[src/rtl/psr_pkg.sv]
// rtl/psr_pkg.sv - shared PSR flag indices, default width and stack-op decode
package psr_pkg;

    localparam int PSR_FLAG_W = 5;

    localparam int FLAG_C = 4;
    localparam int FLAG_F = 3;
    localparam int FLAG_L = 2;
    localparam int FLAG_Z = 1;
    localparam int FLAG_N = 0;

    typedef enum logic [1:0] {
        OP_NONE = 2'b00,
        OP_PUSH = 2'b01,
        OP_POP  = 2'b10,
        OP_BOTH = 2'b11
    } stack_op_e;

    // Push and pop together cancel out: the stack is left alone.
    function automatic stack_op_e decode_op(input logic push, input logic pop);
        return stack_op_e'({pop, push});
    endfunction

endpackage

[src/rtl/psr_lifo.sv]
// rtl/psr_lifo.sv - save/restore storage and occupancy count for the PSR stack
module psr_lifo #(
    parameter int FLAG_W = psr_pkg::PSR_FLAG_W,
    parameter int DEPTH  = 4
) (
    input  logic                       clk,
    input  logic                       reset,
    input  logic                       i_push,
    input  logic                       i_pop,
    input  logic [FLAG_W-1:0]          i_wdata,
    output logic [FLAG_W-1:0]          o_rdata,
    output logic [$clog2(DEPTH+1)-1:0] o_count
);

    localparam int CNT_W = $clog2(DEPTH+1);

    logic [FLAG_W-1:0] r_mem [DEPTH];
    logic [CNT_W-1:0]  r_count;
    logic              w_can_push;
    logic              w_can_pop;

    assign w_can_push = (r_count != CNT_W'(DEPTH));
    assign w_can_pop  = (r_count != '0);
    assign o_count    = r_count;

    always_ff @(posedge clk or posedge reset) begin
        if (reset) begin
            r_count <= '0;
            for (int i = 0; i < DEPTH; i++) begin
                r_mem[i] <= '0;
            end
        end else if (i_push && w_can_push) begin
            for (int i = 0; i < DEPTH; i++) begin
                if (CNT_W'(i) == r_count) begin
                    r_mem[i] <= i_wdata;
                end
            end
            r_count <= r_count + CNT_W'(1);
        end else if (i_pop && w_can_pop) begin
            r_count <= r_count - CNT_W'(1);
        end
    end

    // Top of stack is entry count-1; reads zero when empty.
    always_comb begin
        o_rdata = '0;
        for (int i = 0; i < DEPTH; i++) begin
            if (CNT_W'(i + 1) == r_count) begin
                o_rdata = r_mem[i];
            end
        end
    end

endmodule

[src/rtl/psr_stack.sv]
// rtl/psr_stack.sv - masked live PSR register with LIFO save/restore and sticky errors
module psr_stack #(
    parameter int FLAG_W = psr_pkg::PSR_FLAG_W,
    parameter int DEPTH  = 4
) (
    input  logic                       clk,
    input  logic                       reset,
    input  logic                       en,
    input  logic [FLAG_W-1:0]          flags,
    input  logic [FLAG_W-1:0]          wmask,
    input  logic                       push,
    input  logic                       pop,
    input  logic                       clear_err,
    output logic [FLAG_W-1:0]          flags_out,
    output logic [$clog2(DEPTH+1)-1:0] count,
    output logic                       full,
    output logic                       empty,
    output logic                       ovf_err,
    output logic                       unf_err
);

    import psr_pkg::*;

    localparam int CNT_W = $clog2(DEPTH+1);

    stack_op_e         w_op;
    logic              w_push_ok;
    logic              w_pop_ok;
    logic              w_ovf_set;
    logic              w_unf_set;
    logic [FLAG_W-1:0] w_top;
    logic [FLAG_W-1:0] w_masked;
    logic [CNT_W-1:0]  w_count;

    logic [FLAG_W-1:0] r_flags;
    logic              r_ovf;
    logic              r_unf;

    assign w_op      = decode_op(push, pop);
    assign full      = (w_count == CNT_W'(DEPTH));
    assign empty     = (w_count == '0);
    assign w_push_ok = (w_op == OP_PUSH) && !full;
    assign w_pop_ok  = (w_op == OP_POP)  && !empty;
    assign w_ovf_set = (w_op == OP_PUSH) && full;
    assign w_unf_set = (w_op == OP_POP)  && empty;
    assign w_masked  = (flags & wmask) | (r_flags & ~wmask);

    psr_lifo #(
        .FLAG_W (FLAG_W),
        .DEPTH  (DEPTH)
    ) u_lifo (
        .clk     (clk),
        .reset   (reset),
        .i_push  (w_push_ok),
        .i_pop   (w_pop_ok),
        .i_wdata (r_flags),
        .o_rdata (w_top),
        .o_count (w_count)
    );

    // A restore from the stack overrides any ALU write in the same cycle.
    always_ff @(posedge clk or posedge reset) begin
        if (reset) begin
            r_flags <= '0;
        end else if (w_pop_ok) begin
            r_flags <= w_top;
        end else if (en) begin
            r_flags <= w_masked;
        end
    end

    // Error set beats clear so a coincident fault is never lost.
    always_ff @(posedge clk or posedge reset) begin
        if (reset) begin
            r_ovf <= 1'b0;
            r_unf <= 1'b0;
        end else begin
            if (w_ovf_set) begin
                r_ovf <= 1'b1;
            end else if (clear_err) begin
                r_ovf <= 1'b0;
            end
            if (w_unf_set) begin
                r_unf <= 1'b1;
            end else if (clear_err) begin
                r_unf <= 1'b0;
            end
        end
    end

    assign flags_out = r_flags;
    assign count     = w_count;
    assign ovf_err   = r_ovf;
    assign unf_err   = r_unf;

endmodule

[config.mk]
export PLATFORM = sky130hd
export DESIGN_NAME = psr_stack
export DESIGN_NICKNAME = d
export VERILOG_FILES = /design/src/rtl/psr_pkg.sv /design/src/rtl/psr_lifo.sv /design/src/rtl/psr_stack.sv
export SDC_FILE = /design/constraint.sdc
export NUM_CORES = 1
export LEC_CHECK = 0
export ABC_CLOCK_PERIOD_IN_PS = 2200
export CORE_AREA = 8 8 73 75
export CTS_BUF_LIST = sky130_fd_sc_hd__clkbuf_4 sky130_fd_sc_hd__clkbuf_8
export DETAILED_ROUTE_END_ITERATION = 8
export DIE_AREA = 0 0 81 83
export HOLD_SLACK_MARGIN = 0.12
export SETUP_SLACK_MARGIN = 0.1
export SYNTH_ARGS = -nofsm -noshare
export SYNTH_HDL_FRONTEND = slang
export SYNTH_SLANG_ARGS = --single-unit
export TNS_END_PERCENT = 5
[constraint.sdc]
create_clock -name clk -period 2.2 [get_ports clk]
set_clock_uncertainty 0.15 [all_clocks]
set_input_delay 0.44 -clock clk [delete_from_list [all_inputs] [get_ports clk]]
set_output_delay 0.44 -clock clk [all_outputs]
set_load 0.01 [all_outputs]
Word-level counts from Yosys, hierarchy flattened
Cells that the tools add are included.
{"block": "totals", "ff_bits": 30, "latchBits": 0, "mem_bits_rw": 0, "rom_bits": 0, "input_bits": 16, "word_cells": 51, "mem_count": 0}
{"block": "op_classes", "n_addsub": 2, "multipliers": 0, "div_mod_pow": 0, "magnitude_cmp": 0, "eq_ne": 8, "shift": 0, "mux": 11, "n_bitwise": 4, "reduce_logical": 18}
{"operator": "$mux 5", "count": 6}
{"operator": "$and 5x5->5", "count": 2}
{"operator": "$reduce_and 2->1", "count": 4}
{"operator": "$reduce_bool 2->1", "count": 4}
{"operator": "$eq 2x3->1 const A", "count": 2}
{"operator": "$logic_and 1x1->1", "count": 6}
{"operator": "$mux 3", "count": 2}
{"operator": "$not 5->5", "count": 1}
{"operator": "$or 5x5->5", "count": 1}
{"operator": "$add 3x1->3 const B", "count": 1}
{"operator": "$eq 1x3->1 const A", "count": 1}
{"operator": "$eq 3x3->1 const A", "count": 1}
{"operator": "$eq 3x3->1 const B", "count": 1}
{"operator": "$logic_not 3->1", "count": 1}
{"operator": "$mux 1", "count": 3}
{"operator": "$ne 3x3->1 const B", "count": 1}
{"operator": "$reduce_bool 3->1", "count": 1}
{"operator": "$sub 3x1->3 const B", "count": 1}
{"operator": "$eq 2x1->1 const B", "count": 1}
{"operator": "$eq 2x2->1 const B", "count": 1}
{"operator": "$logic_not 1->1", "count": 2}

Logic depth before layout (Yosys ltp)
{"block": "depth", "depth_word": 6, "depth_mapped": 8}

Modules after synthesis
Synthesis repeated with hierarchy kept, for this count alone.
{"block": "hier_totals", "hier_cells": 135, "hier_area_um2": 1645.3}
{"module": "psr_lifo", "instances": 1, "cells_each": 102, "area_per_inst_um2": 1266.2, "seq_area_each_um2": 575.6}
{"module": "psr_stack", "instances": 1, "cells_each": 33, "area_per_inst_um2": 379.1, "seq_area_each_um2": 175.2}

Least setup slack after synthesis
Ideal clock, no wire load.
{"block": "synth_path", "path_type": "register to register", "from": "register u_lifo.r_count[2], in the netlist u_lifo.o_count[2]", "to": "register with a tool-made name", "setup_ns": 0.076, "arrival_time_ns": 1.823, "required_ns": 1.974, "path_slack_ns": 0.150, "path_stages_with_launch": 9, "path_buffers": 2, "path_cell_list": "dfrtp_1 buf_6 inv_2 ha_1 buf_2 nor4b_4 a222oi_1 a221o_1 o21ai_1"}
{"item": "start: declaration", "line": "psr_lifo.sv:18", "source": "logic [CNT_W-1:0] r_count;"}
{"item": "start signal: assignment", "line": "psr_lifo.sv:38", "source": "r_count <= r_count + CNT_W'(1);"}
{"item": "start signal: assignment", "line": "psr_lifo.sv:40", "source": "r_count <= r_count - CNT_W'(1);"}

Worst setup path after layout
{"block": "layout_path", "from": "register u_lifo.r_count[2], in the netlist u_lifo.o_count[2]", "to": "output port count[2]"}
{"item": "end: declaration", "line": "psr_stack.sv:15", "source": "output logic [$clog2(DEPTH+1)-1:0] count,"}
No word-level cell between the ends.

==> results.yml <==
yosys:
  synth_warnings: 0
  syn_avg_cell_area_um2: 11.5
  synth.cell_area_mm2: 0.00160
  synth-async-reset-ratio_pct: 100
  ys.flop_type: "dfrtp_1"
  synthCells: 139
  netlist.area_leader.share_pct: 46.8
  yosysSeqAreaShare_pct: 46.8
  synth.largest_area_cell: "dfrtp_1"
  synth_seq_cells: 30
  synth_area_leaders: "dfrtp_1 47%, mux2_1 7.7%, mux2_2 6.3%, ha_1 4.7%, nand2_1 4.4%"
  synth_edf_count: 0
  syn_nets: 161
  netlist-cell-type-count: 33
die:
  io_pins: 28
  core_area_mm2: 0.00420
  dieHeight_um: 83
  start_util_pct: 38.1
  die_area_mm2: 0.00672
  die_w_um: 81
  rows: 24
cells_and_area:
  multi_input_area_um2: 802
  final_net_count: 207
  diodes: 0
  drive_gt1_share_pct: 25.3
  area_delta_synth_final_pct: 35.6
  nFillCells: 381
  final_area_mm2: 0.00217
  layout.cells.non_filler: 238
  area.sequential_um2: 751
drt:
  ant_nets: 0
  wl_met1_mm: 1.84
  top_layer_used: "met4"
  drtPass1Iterations: 5
  drcViolationCount: 0
  initialDrtViolationCount: 53
  wl_met3_um: 207
  vias: 1259
  post_drt_wl_per_cell_um: 17.2
  routed_wl_mm: 4.09
  wl_met2_mm: 1.98
  viasPerCell: 5.29
clock_network:
  ctsRootBufferMaster: "clkbuf_8"
  clock_sinks: 30
  hold_buffers: 0
  clockBufferDepth: 2
  clock_latency_ns: 0.28
  ctsHtreeMaxLevel: 2
  numCtsBuffers: 5
  clkSlewWorstSetupHoldPaths_ns: 0.06
  cts_tree: "built"
setup_path:
  worst-path-max-fanout: 19
  worstSetupEndpointType: "output pin"
  cp.arrival_ns: 1.46
  critPathLaunch: "u_lifo.o_count[2]"
  r2r_cells: 8
  path_class: "register to output pin"
  cp-start-kind: "register"
  r2r_slack_ns: 0.17
  timing.rr.start: "u_lifo.o_count[0]"
  cp_data_required_time_ns: 1.61
power_and_ir_drop:
  power_density_mw_per_mm2: 1260
  leakage_nw: 1.00
  irDropWorstVdd_uv: 481
  power_mw: 2.74
sta:
  post-route-min-period_ns: 2.05
  slew_headroom_pct: 70.9
  drv_slew: 0
  final-setup-viol-count: 0
  max_slew.worst_pin.slew_ns: 0.426
  rsz0062_at_grt: "yes"
  period_share_pct: 93.3
  clock.fmax_mhz: 487
  finalHoldViolations: 0
min_path:
  hold_path_startpoint: "u_lifo.r_mem[12]"
  hold_path_end: "u_lifo.r_mem[12]"
  min_path_cells: 1
  hp-class: "register to register"
place:
  dp_hpwl_mm: 2.87
  gp_congestion: 0.762
  numPortBuffers: 27
  placed_area_mm2: 0.00201
  dpl.cell_count: 226
global_routing:
  grt_max_degree: 31
  grt_pass1_wl_mm: 6.80
  grt_remaining_overflow: 0
  antenna_found_initial: 0
  gr-usage-all-layers_pct: 12.9
  grt_pass1_vias: 1368
job:
  maxCapViolations: 0
run_status:
  status: "complete, no violations"
==> worst max-delay path by stage <==
stage,to
after floorplan,register
after global placement,u_lifo.r_mem[6]
after detailed placement,u_lifo.r_mem[8]
after CTS,register
after global routing,register
final,count[2]
==> where the power goes <==
group / total [mW] / internal (mW) / switching [mW]
clock: 0.462 / 0.264 / 0.198
sequential: 0.964 / 0.795 / 0.169
combinational: 1.32 / 0.696 / 0.620
==> synthesized netlist by cell type (all sizes together), types with 3 or more instances <==
library cell and n:
dfrtp 30, mux2 20, nand2 19, inv 8, buf 7, ha 6
mux2i 6, o21ai 6, a221o 5, a222oi 5, nor2 5, a21oi 3
nand2b 3, nor3b 3
==> final cells by class <==
type	instances	area share [%]
timing repair buffer	47	19.8
tap	52	2.99
sequential	30	34.5
clock inverter	1	0.230
clock buffer	7	4.15
inverter	8	1.38
multi-input combinational	93	36.9
==> what timing repair did <==
item	4_1_cts	5_1_grt
setup buffers	2	2
resized for setup	8	4
setup endpoints to repair	6	7
pin swaps	0	2
==> logic make-up (layout without fill, tap and decap cells) <==
kind of cell	count (synthesis)	count (layout)	synth area share, %
xor gates and xnor gates	2	2	1.09
adders and majority gates	6	6	4.68
DFF	30	30	46.8
and+or+nand+nor	33	33	12.3
AOI/OAI and AO/OA	26	26	12.4
buffers and inverters	16	63	4.84
muxes	26	26	17.8
==> layout by cell type, fill, tap and decap left out, types with 4 or more instances in the layout <==
cell type,Yosys,final
nor2_1,4,4
nand2_1,19,19
a221o_1,5,5
inv_1,7,6
dfrtp_1,30,30
mux2_2,9,9
clkbuf_8,0,6
buf_4,1,17
clkdlybuf4s50_1,0,25
mux2_1,11,11
mux2i_1,6,6
a222oi_1,5,5
==> through the flow <==
step | hold slack [ns] | setup WS (ns) | util (%) | TNS (ns)
finish | 0.338 | 0.148 | 51.7 | 0
CTS | 0.341 | 0.106 | 50.9 | 0
detailed placement | 0.327 | -0.00756 | 47.8 | -0.0233
global route | 0.350 | 0.0829 | 51.7 | 0
global placement | 0.317 | 0.0258 | 47.8 | 0
floorplan | 0.308 | 0.150 | - | 0
==> layer usage <==
metal  vias to the layer above  track usage, %
li1                        591               -
met1                       627            16.3
met2                        34            20.0
met3                         7            4.31
met4                         0            4.39
met5                         -               0
==> worst max-delay path, cell delays in order (launching register included) <==
cell and delay [ns]:
dfrtp_1 0.38, buf_6 0.23, clkdlybuf4s50_1 0.57
Power figures use the tool's default switching activity.
